--- config.mk ---
export PLATFORM = sky130hd
export DESIGN_NAME = ibex_wb_lockstep_cmp
export DESIGN_NICKNAME = d
export VERILOG_FILES = /design/src/rtl/ibex_pkg.sv /design/src/rtl/ibex_wb_delay_line.sv /design/src/rtl/ibex_wb_lockstep_cmp.sv
export SDC_FILE = /design/constraint.sdc
export NUM_CORES = 1
export LEC_CHECK = 0
export BUFFER_PORTS_ARGS = -buffer_cell sky130_fd_sc_hd__buf_4
export CORE_ASPECT_RATIO = 0.75
export CORE_MARGIN = 2
export CORE_UTILIZATION = 49
export DETAILED_ROUTE_END_ITERATION = 12
export PLACE_DENSITY = 0.75
export SYNTH_ARGS = -nofsm -noshare
export SYNTH_HDL_FRONTEND = slang
export SYNTH_SLANG_ARGS = --single-unit
--- constraint.sdc ---
create_clock -name clk_i -period 3.1 [get_ports clk_i]
set_clock_uncertainty 0.15 [all_clocks]
set_input_delay 0 -clock clk_i [delete_from_list [all_inputs] [get_ports clk_i]]
set_output_delay 0 -clock clk_i [all_outputs]
set_load 0.03 [all_outputs]
--- src/rtl/ibex_pkg.sv ---
// Shared types for the writeback lockstep comparator: FSM states and the
// regfile write packet that travels through the lockstep delay line.
package ibex_pkg;

  localparam int unsigned WbAddrWidth    = 5;
  localparam int unsigned WbMaxDataWidth = 64;

  typedef enum logic [1:0] {
    LS_IDLE,
    LS_MISMATCH,
    LS_RECOVER,
    LS_FATAL
  } ls_state_e;

  // wdata is sized for the widest supported core; narrower data is zero-extended.
  typedef struct packed {
    logic                      we;
    logic [WbAddrWidth-1:0]    waddr;
    logic [WbMaxDataWidth-1:0] wdata;
  } wb_pkt_t;

  // Two idle write ports always agree, whatever junk sits on addr/data.
  function automatic logic wb_pkt_differs(input wb_pkt_t a, input wb_pkt_t b);
    return (a.we != b.we) || (a.we && ((a.waddr != b.waddr) || (a.wdata != b.wdata)));
  endfunction

endpackage

--- src/rtl/ibex_wb_delay_line.sv ---
// Fixed-depth shift register delaying the main-core write packet so it lines
// up with the shadow core; flush_i invalidates every stage for the next cycle.
module ibex_wb_delay_line
  import ibex_pkg::*;
#(
  parameter int unsigned Depth     = 2,
  parameter int unsigned DataWidth = 32
) (
  input  logic    clk_i,
  input  logic    rst_ni,
  input  logic    flush_i,
  input  logic    in_valid_i,
  input  wb_pkt_t in_pkt_i,
  output logic    out_valid_o,
  output wb_pkt_t out_pkt_o
);

  localparam logic [WbMaxDataWidth-1:0] DataMask = WbMaxDataWidth'({DataWidth{1'b1}});

  wb_pkt_t w_in_pkt;

  always_comb begin
    w_in_pkt       = in_pkt_i;
    w_in_pkt.wdata = in_pkt_i.wdata & DataMask;
  end

  for (genvar g = 0; g < Depth; g++) begin : g_stage
    logic    r_valid;
    wb_pkt_t r_pkt;
    logic    w_src_valid;
    wb_pkt_t w_src_pkt;

    if (g == 0) begin : g_head
      assign w_src_valid = in_valid_i;
      assign w_src_pkt   = w_in_pkt;
    end else begin : g_body
      assign w_src_valid = g_stage[g-1].r_valid;
      assign w_src_pkt   = g_stage[g-1].r_pkt;
    end

    // NOTE: these stages are plain flops, not a RAM macro, so clearing the
    // payload on reset costs nothing and keeps the compare path deterministic.
    always_ff @(posedge clk_i or negedge rst_ni) begin
      if (!rst_ni) begin
        r_valid <= 1'b0;
        r_pkt   <= '0;
      end else begin
        r_valid <= w_src_valid & ~flush_i;
        r_pkt   <= w_src_pkt;
      end
    end
  end

  assign out_valid_o = g_stage[Depth-1].r_valid;
  assign out_pkt_o   = g_stage[Depth-1].r_pkt;

endmodule

--- src/rtl/ibex_wb_lockstep_cmp.sv ---
// Compares main-core regfile writes against the delayed shadow core and drives
// rollback / flush / fatal signalling through a small retry FSM.
module ibex_wb_lockstep_cmp
  import ibex_pkg::*;
#(
  parameter int unsigned DataWidth      = 32,
  parameter int unsigned LockstepOffset = 2,
  parameter int unsigned RecoverCycles  = 4,
  parameter int unsigned MaxRetries     = 3
) (
  input  logic                 clk_i,
  input  logic                 rst_ni,
  input  logic                 main_we_i,
  input  logic [4:0]           main_waddr_i,
  input  logic [DataWidth-1:0] main_wdata_i,
  input  logic                 shadow_we_i,
  input  logic [4:0]           shadow_waddr_i,
  input  logic [DataWidth-1:0] shadow_wdata_i,
  output logic                 mismatch_o,
  output logic                 flush_o,
  output logic                 fatal_o,
  output logic [2:0]           retry_cnt_o
);

  localparam logic [2:0] RetryLimit = 3'(MaxRetries);
  localparam logic [3:0] RecLoad    = 4'(RecoverCycles - 1);
  localparam logic [4:0] CleanLast  = 5'd30;

  ls_state_e  r_state;
  ls_state_e  w_state_nxt;
  logic [3:0] r_rec_cnt;
  logic [2:0] r_retry_cnt;
  logic [2:0] w_retry_inc;
  logic [4:0] r_clean_cnt;
  logic       r_mismatch;
  logic       r_flush;
  logic       r_fatal;

  wb_pkt_t    w_main_pkt;
  wb_pkt_t    w_shadow_pkt;
  wb_pkt_t    w_dly_pkt;
  logic       w_dly_valid;
  logic       w_cmp_en;
  logic       w_miss;
  logic       w_clean;

  assign w_main_pkt   = '{we: main_we_i, waddr: main_waddr_i,
                          wdata: WbMaxDataWidth'(main_wdata_i)};
  assign w_shadow_pkt = '{we: shadow_we_i, waddr: shadow_waddr_i,
                          wdata: WbMaxDataWidth'(shadow_wdata_i)};

  ibex_wb_delay_line #(
    .Depth     (LockstepOffset),
    .DataWidth (DataWidth)
  ) u_delay_line (
    .clk_i       (clk_i),
    .rst_ni      (rst_ni),
    .flush_i     (r_state == LS_RECOVER),
    .in_valid_i  (1'b1),
    .in_pkt_i    (w_main_pkt),
    .out_valid_o (w_dly_valid),
    .out_pkt_o   (w_dly_pkt)
  );

  // Outside IDLE the core is being flushed or is dead, so nothing is compared.
  assign w_cmp_en = (r_state == LS_IDLE) && w_dly_valid;
  assign w_miss   = w_cmp_en && wb_pkt_differs(w_dly_pkt, w_shadow_pkt);
  assign w_clean  = (r_state == LS_IDLE) && !w_miss;

  assign w_retry_inc = (r_retry_cnt == RetryLimit) ? r_retry_cnt : r_retry_cnt + 3'd1;

  // NOTE: every signal written here gets a default first, so no path through
  // the case can leave it unassigned and infer a latch.
  always_comb begin
    w_state_nxt = r_state;
    case (r_state)
      LS_IDLE:     if (w_miss) w_state_nxt = LS_MISMATCH;
      LS_MISMATCH: w_state_nxt = (w_retry_inc == RetryLimit) ? LS_FATAL : LS_RECOVER;
      LS_RECOVER:  if (r_rec_cnt == 4'd0) w_state_nxt = LS_IDLE;
      LS_FATAL:    w_state_nxt = LS_FATAL;
      default:     w_state_nxt = LS_IDLE;
    endcase
  end

  // NOTE: state and counters use non-blocking assignments so every flop
  // samples the pre-edge values regardless of statement order.
  always_ff @(posedge clk_i or negedge rst_ni) begin
    if (!rst_ni) begin
      r_state     <= LS_IDLE;
      r_rec_cnt   <= '0;
      r_retry_cnt <= '0;
      r_clean_cnt <= '0;
      r_mismatch  <= 1'b0;
      r_flush     <= 1'b0;
      r_fatal     <= 1'b0;
    end else begin
      r_state    <= w_state_nxt;
      r_mismatch <= (w_state_nxt == LS_MISMATCH);
      r_flush    <= (w_state_nxt == LS_MISMATCH) || (w_state_nxt == LS_RECOVER);
      r_fatal    <= (w_state_nxt == LS_FATAL);

      if (r_state == LS_MISMATCH) begin
        r_rec_cnt <= RecLoad;
      end else if ((r_state == LS_RECOVER) && (r_rec_cnt != 4'd0)) begin
        r_rec_cnt <= r_rec_cnt - 4'd1;
      end

      // The 5-bit window wraps naturally after 31.
      if (w_clean) begin
        r_clean_cnt <= r_clean_cnt + 5'd1;
      end else begin
        r_clean_cnt <= '0;
      end

      // A full 31-cycle clean window matches one regfile backup period.
      if (r_state == LS_MISMATCH) begin
        r_retry_cnt <= w_retry_inc;
      end else if (w_clean && (r_clean_cnt == CleanLast)) begin
        r_retry_cnt <= '0;
      end
    end
  end

  assign mismatch_o  = r_mismatch;
  assign flush_o     = r_flush;
  assign fatal_o     = r_fatal;
  assign retry_cnt_o = r_retry_cnt;

endmodule

==> results of run 1 <==
## placed cells by master, fill, tap and decap left out, types with 2 or more instances in the layout
cell type	n
dfrtp_1	95
buf_4	85
dlygate4sd3_1	39
xnor2_1	22
xor2_1	18
nor2_1	12
inv_1	9
clkbuf_8	9
nand2_1	8
nand3_1	7
nand4_1	6
a21oi_1	6
o21ai_0	6
ha_1	6
nor4_1	4
bufinv_16	4
a21o_1	3
o21ai_1	2
o211ai_1	2
nor3_1	2
## worst reg2reg max path, cell delays in order, from the launching register on
cell and delay, ps:
dfrtp_1 380, xor2_1 140, nor4_1 370, nand4_1 220, nor4_4 350, nor2_1 100
a21o_1 180, ha_1 270, inv_1 30
## power by group
part | total (mW) | switching, mW | internal (mW) | leakage (nW)
Clock | 0.985 | 0.376 | 0.609 | 0.122
Sequential | 1.49 | 0.115 | 1.37 | 1.13
Combinational | 0.592 | 0.304 | 0.287 | 0.922
Total | 3.06 | 0.795 | 2.27 | 2.17
## cell type report
class | instances | area (um^2) | share of cell area, %
clock buffers | 10 | 128 | 2.75
clock inverters | 4 | 120 | 2.58
inverters | 9 | 33.8 | 0.727
multi-input cells | 119 | 858 | 18.5
flip-flops and latches | 95 | 2380 | 51.2
well taps | 81 | 101 | 2.18
repair buffers | 124 | 1030 | 22.1
## worst max path at each step
stage                                          from                 to  slack (ps)  depth (start not counted)
4_1_cts        u_delay_line.out_pkt_o[24]$_DFF_PN0_  flush_o$_DFF_PN0_         760                          8
5_1_grt        u_delay_line.out_pkt_o[24]$_DFF_PN0_  flush_o$_DFF_PN0_         660                          8
6_report       u_delay_line.out_pkt_o[24]$_DFF_PN0_  flush_o$_DFF_PN0_         820                          8
2_1_floorplan  u_delay_line.out_pkt_o[28]$_DFF_PN0_  flush_o$_DFF_PN0_         980                          8
3_5_place_dp   u_delay_line.out_pkt_o[24]$_DFF_PN0_  flush_o$_DFF_PN0_         770                          8
3_3_place_gp   u_delay_line.out_pkt_o[28]$_DFF_PN0_  flush_o$_DFF_PN0_         850                          8
## state kept, by name, indices dropped and copies added (netlist names)
register / cells
u_delay_line.out_pkt_o: 38
u_delay_line.g_stage.r_valid: 1
flush_o: 1
retry_cnt_o: 3
r_state: 2
u_delay_line.out_valid_o: 1
fatal_o: 1
r_clean_cnt: 5
u_delay_line.g_stage.r_pkt: 38
r_rec_cnt: 4
mismatch_o: 1
## timing repair
item                                   in CTS  in global routing
buffers inserted                            0                  0
hold buffers                               39                  0
endpoints found under the hold margin     108                  0
## stage by stage
step	util, %	worst slack, ps	instance area [um^2]	power (mW)
detailed placement	62.8	772	4010	2.07
CTS	72.8	760	4650	3.10
global route	72.8	656	4650	3.25
floorplan	-	978	3280	1.84
global placement	62.8	855	4010	2.04
finish	72.8	818	4650	3.06
## per-layer routing
| metal | share of wire [%] | track usage [%] | vias up |
|---|---|---|---|
| li1 | - | - | 1011 |
| met1 | 43 | 21.0 | 967 |
| met2 | 49 | 30.4 | 70 |
| met3 | 6.7 | 6.04 | 8 |
| met4 | 0.95 | 5.48 | 0 |
| met5 | 0 | 0 | - |
## logic make-up (layout without fill, tap and decap cells)
family | count (synthesis) | after routing | synth area share (%)
AO/OA/AOI/OAI | 26 | 26 | 5.00
XOR/XNOR | 40 | 40 | 10.7
adder cells (fa/ha/maj) | 6 | 6 | 2.29
buffers and inverters | 11 | 147 | 1.26
flip-flops | 95 | 95 | 72.5
AND/OR/NAND/NOR | 47 | 47 | 8.21
==> results by group, run 1 <==
Run status
  • Status: finished clean

STA
  • Worst-Margin Slew: 827 ps
  • Final max-slew violation count: 0
  • Final number of setup-violating endpoints: 0
  • Unrepaired setup endpoints after global routing: false
  • Tmin final: 2280 ps
  • Hold Violations, Final: 0
  • Final period utilization: 73.6%
  • Final Hold Slack: 50.5 ps
  • Fmax: 0.438 GHz
  • Setup Total Neg Slack: 0 ps
  • Slew HR: 44.8%

Floorplan
  • Core ar.: roughly 6400 um^2
  • DIE HEIGHT: between 70 and 80 um
  • Initial Util: 51.4%
  • Ports: 84
  • Die area: about 7400 um^2
  • Die extent in x: 98.4 um
  • Row cnt: 25

Worst setup path
  • Startpoint type of the worst setup path: flip-flop
  • Worst path max stage delay: ~380 ps
  • Critical-path cell list: xor2_1 -> nor4_1 -> nand4_1 -> nor4_4 -> nor2_1 -> a21o_1 -> ha_1 -> inv_1
  • Crit Path Category: flip-flop to flip-flop
  • R2R Path End: flush_o$_DFF_PN0_
  • CP required: 3200 ps
  • CP Max Fanout: 4
  • Critical path's top delay family: simple AND/OR/NAND/NOR gates
  • Worst flop-to-flop path startpoint: u_delay_line.out_pkt_o[24]$_DFF_PN0_
  • Slowest CP cell: dfrtp_1
  • Worst setup EP type: flip-flop
  • Worst-case reg-to-reg path depth: 8
  • Register-to-Register Setup Slack: 820 ps
  • Arr. time, crit path: 2380 ps
  • Crit path buf inv count: 1

Global route
  • Initial antenna violation count: 0
  • GRT Residual Overflow: 0
  • Largest net degree at the start of global routing: between 70 and 80
  • GR Util All Layers: 17.4%
  • First-pass GRT wire length: 9620 um
  • Vias in the first global route: 2,165

Synthesis
  • Synth area leader: dfrtp_1
  • Post-Syn Nets: 309
  • Sequential fraction of the synthesis area: between 70 and 80%
  • Syn_area_per_cell: 14.6 um^2
  • Post-synth top cells: 95 x dfrtp_1, 22 x xnor2_1, 18 x xor2_1
  • Library cell with the highest instance count after synthesis: dfrtp_1
  • Post-synth top flop: dfrtp_1
  • Share of the synthesized area in the top cell type: between 70 and 80%
  • Post-synth EDFFs: 0
  • Top cells by area, synth: dfrtp_1 73%, xnor2_1 5.9%, xor2_1 4.8%
  • Synth Cell Area: between 3000 and 4000 um^2
  • Post-synth ARST share: 100%
  • Yosys warning count: 0
  • Gate Count Post-Synth: between 200 and 250
  • #FFs+latches synth: 95
  • Post-synth cell types: 32

Placed design
  • Final GP Congestion: about 0.75
  • Buffers on Ports: between 80 and 90
  • Detailed Place HPWL: roughly 4000 um
  • Placed cell count: 389

Layout
  • Final Net Count: 442
  • Antenna Diode Count: 0
  • Area Growth Syn to Fin: 41.8%
  • Layout cells sized above 1: 28.3%
  • Final cell count without fillers: ~440
  • Fillers: between 400 and 500

Clock tree
  • Post-CTS Resized: 0
  • Worst skew pair latency: 340 ps
  • Clk buf depth: 2
  • Cts bufs inserted: 9
  • CTS tree: done
  • Root Buffer: clkbuf_8
  • Clk pin slew, worst setup/hold paths: 90 ps
  • Clk sinks: 95
  • Depth of the CTS H-tree: 3

Detailed routing
  • Antenna Violating Nets Remaining: 0
  • Post-route DRC violation count: 0
  • Routed len/inst: 13.1 um
  • Routed WL: 5770 um
  • Vias per inst: approximately 4.7
  • DRT iter0 DRCs: 96
  • Detailed-route via count: 2,056
  • First-pass detailed-route iteration total: 4

Min path
  • Min-delay src: shadow_we_i
  • Hold Path Sink: r_state[0]$_DFF_PN0_
  • Hold Path Class: input port to flip-flop
  • Hold Path Depth: 4

Power
  • Pleak: 2.17 nW
  • Peak supply drop: 0.355 mV
  • PwrDens: approximately 660 nW/um^2

Run
  • Max Cap Viol: 0
(Power assumes the default switching activity.)
==> run 2, diff against run 1 <==
clock period = 2.2 ns   (was 3.1 ns; I/O delays follow)
==> run 2 against run 1 <==
Compared with the run above:
- the run now ends with negative setup slack left
- routed wire length up 1.5%
- critical path depth unchanged
- critical endpoint unchanged
- final cell count grew 0.90%
- clock power is 12% higher
- total power grew 32%
- setup slack worse by 860 ps
- first-iteration DRC count shrank 32%
==> results by group, run 2 (synthesis gave the netlist of run 1 again) <==
Layout
  • Fin area: 4640 um^2 (was 4650 um^2)
  • Area Growth Syn to Fin: 41.7% (was 41.8%)
  • Layout cells sized above 1: 29.6% (was 28.3%)
  • Leading cell type in the layout, fill and taps excluded: dfrtp_1 (unchanged)
  • Most frequent cells in the layout: 95 x dfrtp_1, 86 x buf_4, 39 x dlygate4sd3_1 (was 95 x dfrtp_1, 85 x buf_4, 39 x dlygate4sd3_1)
  • Final Net Count: 444 (was 442)
  • Antenna Diode Count: 0 (unchanged)
  • Final cell count without fillers: 446 (was 442)

Min path
  • Hold Path Class: input port to flip-flop (unchanged)

Clock tree
  • Cts bufs inserted: 9 (unchanged)
  • Clk buf depth: 2 (unchanged)
  • Post-CTS Repair Setup Buffers: 0 (unchanged)
  • Depth of the CTS H-tree: 3 (unchanged)
  • Clk sinks: 95 (unchanged)
  • CTS tree: done (unchanged)
  • Clk pin slew, worst setup/hold paths: 100 ps (was 90 ps)
  • Worst skew pair latency: 360 ps (was 340 ps)
  • Root Buffer: clkbuf_8 (unchanged)

Power
  • Peak supply drop: 0.486 mV (was 0.355 mV)
  • Pleak: 2.16 nW (was 2.17 nW)
  • PwrDens: 870 nW/um^2 (was 659 nW/um^2)

Global route
  • First-pass GRT wire length: 9810 um (was 9620 um)
  • Initial antenna violation count: 0 (unchanged)
  • M3 GR Usage: 7.34% (was 6.04%)
  • GRT busiest layer: met2 (unchanged)
  • Largest net degree at the start of global routing: 53 (was 73)
  • GRT Residual Overflow: 0 (unchanged)
  • Vias in the first global route: 2,206 (was 2,165)
  • GR Util All Layers: 17.9% (was 17.4%)
  • Met1 usage: 21.2% (was 21.0%)
  • Met2 Resource Use GR: 30.0% (was 30.4%)

Detailed routing
  • Routed WL: 5850 um (was 5770 um)
  • Antenna Violating Nets Remaining: 0 (unchanged)
  • Detailed-route via count: 2,102 (was 2,056)
  • DRT iter0 DRCs: 65 (was 96)
  • Vias per inst: 4.71 (was 4.65)
  • Routed len/inst: 13.1 um (about the same)
  • Post-route DRC violation count: 0 (unchanged)
  • First-pass detailed-route iteration total: 4 (unchanged)

Floorplan
  • Ports: 84 (unchanged)
  • Die extent in x: 98.4 um (unchanged)
  • Core ar.: 6380 um^2 (unchanged)
  • DIE HEIGHT: 74.8 um (unchanged)
  • Row cnt: 25 (unchanged)
  • Initial Util: 51.4% (unchanged)
  • Die area: 7360 um^2 (unchanged)

STA
  • Hold Violations, Final: 0 (unchanged)
  • Setup slack after layout: -38.6 ps (was 818 ps)
  • Setup Total Neg Slack: -38.6 ps (was 0 ps)
  • Worst-Margin Slew: 640 ps (was 827 ps)
  • Unrepaired setup endpoints after global routing: true (was false)
  • Final period utilization: 102% (was 73.6%)
  • Tmin final: 2240 ps (was 2280 ps)
  • Final max-slew violation count: 0 (unchanged)
  • Final number of setup-violating endpoints: 1 (was 0)
  • Slew HR: 57.3% (was 44.8%)
  • Fmax: 0.447 GHz (was 0.438 GHz)

Placed design
  • Setup WS pre-CTS: -45.9 ps (was 772 ps)
  • Detailed Place HPWL: 3980 um (was 3990 um)
  • Area after DPL: 4040 um^2 (was 4010 um^2)
  • Placed cell count: 391 (was 389)
  • Final GP Congestion: 0.791 (was 0.747)
  • Buffers on Ports: 83 (unchanged)

Run
  • Max Cap Viol: 0 (unchanged)

Worst setup path
  • CP required: 2300 ps (was 3200 ps)
  • Startpoint type of the worst setup path: flip-flop (unchanged)
  • Crit Path Category: flip-flop to flip-flop (unchanged)
  • Worst setup EP type: flip-flop (unchanged)
  • Arr. time, crit path: 2340 ps (was 2380 ps)
  • Register-to-Register Setup Slack: -40 ps (was 820 ps)
  • CP Max Fanout: 2 (was 4)

Run status
  • Status: complete, but fails checks (was finished clean)
  • Failing checks: negative setup slack
-- run 2: changes by cell type in the layout (fill, tap and decap cells not counted), sizes merged --
| cell | delta |
|---|---|
| clkbuf | -1 |
| inv | +3 |
| buf | +2 |
| clkinv | +3 |
| clkinvlp | +1 |
| bufinv | -4 |
-- run 2: where the power goes --
part           switching (mW)  internal [mW]
clock network           0.646          0.454
logic                   0.433          0.416
registers               0.158           1.93
total                    1.24           2.80
-- run 2: metal layers --
layer,vias up,part of all wire (%)
li1,1017,-
met5,-,0
met2,75,49
met3,18,7.5
met1,992,41
met4,0,2.6
-- run 2: per-stage QoR --
stage	total power, mW	utilization, %	hold WS, ps
finish	4.04	72.7	45.8
detailed placement	2.92	63.3	-77.2
global placement	2.89	63.3	-80.6
floorplan	2.59	-	-446
CTS	4.09	72.6	42.0
global route	4.32	72.7	47.1
-- run 2: worst max-delay path, cell delays in order (launching register included) --
cell	delay, ps
dfrtp_1	400
xor2_1	140
nor4_1	360
nand4_1	240
nor4_4	270
nor2_1	100
a21o_1	180
ha_1	260
inv_1	30
-- run 2: cell type report --
| type | instances | area [um^2] |
|---|---|---|
| Multi-Input combinational cell | 119 | 865 |
| Tap cell | 81 | 101 |
| Timing Repair Buffer | 126 | 1060 |
| Clock inverter | 7 | 85.1 |
| Inverter | 9 | 33.8 |
| Sequential cell | 95 | 2380 |
| Clock buffer | 9 | 124 |
| Fill cell | 420 | 1740 |
-- run 2: final timing paths --
| kind | from | endpoint | cells after the start |
|---|---|---|---|
| hold / removal | shadow_we_i | retry_cnt_o[0]$_DFFE_PN0P_ | 4 |
| min in group asynchronous | rst_ni | u_delay_line.out_pkt_o[24]$_DFF_PN0_ | 2 |
| setup / recovery | u_delay_line.out_pkt_o[17]$_DFF_PN0_ | flush_o$_DFF_PN0_ | 8 |
| hold reg to reg | u_delay_line.g_stage[0].r_pkt[12]$_DFF_PN0_ | u_delay_line.out_pkt_o[12]$_DFF_PN0_ | 0 |
| setup reg to reg | u_delay_line.out_pkt_o[17]$_DFF_PN0_ | flush_o$_DFF_PN0_ | 8 |
| max in group asynchronous | rst_ni | u_delay_line.out_pkt_o[68]$_DFF_PN0_ | 3 |
-- run 2: what timing repair did --
action,CTS,global route
resized for setup,0,1
endpoints found under the setup margin,1,4
pin swaps,0,1
hold buffers,39,0
endpoints found under the hold margin,109,0
==> run 3, diff against run 2 <==
MAX_ROUTING_LAYER = met4   (was default)
clock period = 2.5 ns   (was 2.2 ns; I/O delays follow)
==> run 3 against run 2 <==
Compared with the run above:
- combinational power down 12%
- sequential power down 12%
- largest power group unchanged
- the flow now finishes without violations
- cell area down 0.49%
- critical path type unchanged
- routed wire length up 1.5%
- count of clock-buffer cells in the layout unchanged
- non-clock buffer count down 2
- final cell count down 0.90%
- clock power down 5%
==> results by group, run 3 (synthesis gave the netlist of run 1 again) <==
Run status
  • Status: finished clean (was complete, but fails checks)

Power
  • Peak supply drop: 0.456 mV (was 0.486 mV)
  • Switching pwr: 1.02 mW (was 1.24 mW)
  • Pleak: 2.15 nW (was 2.16 nW)
  • Comb pwr share: 20.5% (was 21.0%)
  • Switching share of power: 28.1% (was 30.6%)
  • Internal power: 2.61 mW (was 2.80 mW)
  • PwrDens: 787 nW/um^2 (was 870 nW/um^2)
  • Clock Power Share: 28.8% (was 27.2%)
  • Part of the power in registers: 50.7% (was 51.7%)

Clock tree
  • Cts bufs inserted: 9 (unchanged)
  • Hold_buf cts: 39 (unchanged)
  • Post-CTS Repair Setup Buffers: 0 (unchanged)
  • Post-CTS Resized: 0 (unchanged)
  • Worst skew pair latency: 350 ps (was 360 ps)
  • Clk sinks: 95 (unchanged)
  • Root Buffer: clkbuf_8 (unchanged)
  • Clk pin slew, worst setup/hold paths: 90 ps (was 100 ps)
  • CTS tree: done (unchanged)
  • Depth of the CTS H-tree: 3 (unchanged)
  • Clk buf depth: 2 (unchanged)

Floorplan
  • Die extent in x: 98.4 um (unchanged)
  • Die area: 7360 um^2 (unchanged)
  • Core ar.: 6380 um^2 (unchanged)
  • DIE HEIGHT: 74.8 um (unchanged)
  • Ports: 84 (unchanged)
  • Initial Util: 51.4% (unchanged)
  • Row cnt: 25 (unchanged)

Layout
  • Antenna Diode Count: 0 (unchanged)
  • Final Net Count: 442 (was 444)
  • Area Growth Syn to Fin: 41.0% (was 41.7%)
  • Fin area: 4620 um^2 (was 4640 um^2)
  • Most frequent cells in the layout: 95 x dfrtp_1, 84 x buf_4, 39 x dlygate4sd3_1 (was 95 x dfrtp_1, 86 x buf_4, 39 x dlygate4sd3_1)
  • Layout cells sized above 1: 28.5% (was 29.6%)
  • Leading cell type in the layout, fill and taps excluded: dfrtp_1 (unchanged)

Detailed routing
  • First-pass detailed-route iteration total: 4 (unchanged)
  • Routed WL: 5940 um (was 5850 um)
  • Vias per inst: 4.71 (about the same)
  • Post-route DRC violation count: 0 (unchanged)
  • Detailed-route via count: 2,080 (was 2,102)
  • Routed len/inst: 13.4 um (was 13.1 um)
  • DRT iter0 DRCs: 59 (was 65)
  • Antenna Violating Nets Remaining: 0 (unchanged)

Global route
  • First-pass GRT wire length: 9910 um (was 9810 um)
  • M3 GR Usage: 6.41% (was 7.34%)
  • Initial antenna violation count: 0 (unchanged)
  • Met1 usage: 20.9% (was 21.2%)
  • GRT busiest layer: met2 (unchanged)
  • GRT Residual Overflow: 0 (unchanged)
  • Met2 Resource Use GR: 32.4% (was 30.0%)
  • GR Util All Layers: 18.7% (was 17.9%)
  • Vias in the first global route: 2,207 (was 2,206)
  • Largest net degree at the start of global routing: 50 (was 53)

STA
  • Final number of setup-violating endpoints: 0 (was 1)
  • Tmin final: 2300 ps (was 2240 ps)
  • Hold Violations, Final: 0 (unchanged)
  • Slew HR: 58.7% (was 57.3%)
  • Final period utilization: 92.0% (was 102%)
  • Unrepaired setup endpoints after global routing: false (was true)
  • Final max-slew violation count: 0 (unchanged)
  • Setup Total Neg Slack: 0 ps (was -38.6 ps)
  • Worst-Margin Slew: 619 ps (was 640 ps)
  • Fmax: 0.435 GHz (was 0.447 GHz)

Worst setup path
  • Startpoint type of the worst setup path: flip-flop (unchanged)
  • CP Max Fanout: 2 (unchanged)
  • Crit Path Category: flip-flop to flip-flop (unchanged)
  • Worst setup startpoint: u_delay_line.out_pkt_o[13]$_DFF_PN0_ (was u_delay_line.out_pkt_o[17]$_DFF_PN0_)
  • Worst setup EP type: flip-flop (unchanged)
  • CP required: 2600 ps (was 2300 ps)
  • Arr. time, crit path: 2400 ps (was 2340 ps)
  • Worst flop-to-flop path startpoint: u_delay_line.out_pkt_o[13]$_DFF_PN0_ (was u_delay_line.out_pkt_o[17]$_DFF_PN0_)

Placed design
  • Buffers on Ports: 83 (unchanged)
  • Detailed Place HPWL: 4010 um (was 3980 um)
  • Final GP Congestion: 0.743 (was 0.791)
  • Area after DPL: 4020 um^2 (was 4040 um^2)

Min path
  • Hold Path Class: input port to async pin (was input port to flip-flop)

Run
  • Max Cap Viol: 0 (unchanged)
[run 3: cell types whose count changed in the layout (fill, tap and decap cells not counted)]
cell,change
buf_4,-2
bufinv_16,+2
clkinv_8,-3
clkinvlp_4,+1
inv_6,-1
inv_8,-1
nor4_1,+1
nor4_2,-1
[run 3: power by group through the flow]
stage	combinational (mW)	clock (mW)	sequential, mW
final	0.746	1.05	1.84
after global routing	0.851	1.14	1.87
after CTS	0.753	1.09	1.84
after detailed placement	0.701	0	1.87
after global placement	0.672	0	1.87
after floorplan	0.409	0	1.87
[run 3: per-layer routing]
layer / wire, um / vias to the layer above / share of wire, %
met5: 0 / - / 0
met4: 72 / 0 / 1.2
met3: 333 / 8 / 5.6
met2: 3090 / 70 / 52
met1: 2450 / 989 / 41
li1: - / 1013 / -
[run 3: final timing paths]
kind	cells past startpoint	to	slack, ps
worst min-delay path	2	u_delay_line.out_pkt_o[13]$_DFF_PN0_	50
worst max-delay path	8	flush_o$_DFF_PN0_	200
max in group asynchronous	3	u_delay_line.g_stage[0].r_pkt[17]$_DFF_PN0_	1490
worst max register to register	8	flush_o$_DFF_PN0_	200
min in group clk_i	4	retry_cnt_o[0]$_DFFE_PN0P_	50
worst min register to register	0	u_delay_line.out_pkt_o[25]$_DFF_PN0_	200
[run 3: final cells by class]
class | instances | area (um^2)
clock buffer | 9 | 124
clock inverter | 5 | 83.8
fill | 437 | 1760
inverter | 9 | 33.8
multi-input combinational | 119 | 858
sequential | 95 | 2380
tap | 81 | 101
timing repair buffer | 124 | 1040
[run 3: worst max-delay path, cell delays in order, from the launching register on]
cell and delay [ps]:
dfrtp_1 380, xor2_1 140, nor4_1 430, nand4_1 240
nor4_4 270, nor2_1 90, a21o_1 170, ha_1 270
inv_1 40
[run 3: metrics by stage]
step	hold WS, ps	cells	util, %	total power, mW	worst slack (ps)
after global placement	-91.4	389	63.0	2.54	332
after floorplan	-446	225	-	2.28	378
after CTS	30.1	442	72.4	3.68	235
after global routing	87.9	442	72.4	3.86	26.6
after detailed placement	-82.8	389	63.0	2.58	249
final	47.1	442	72.4	3.64	201
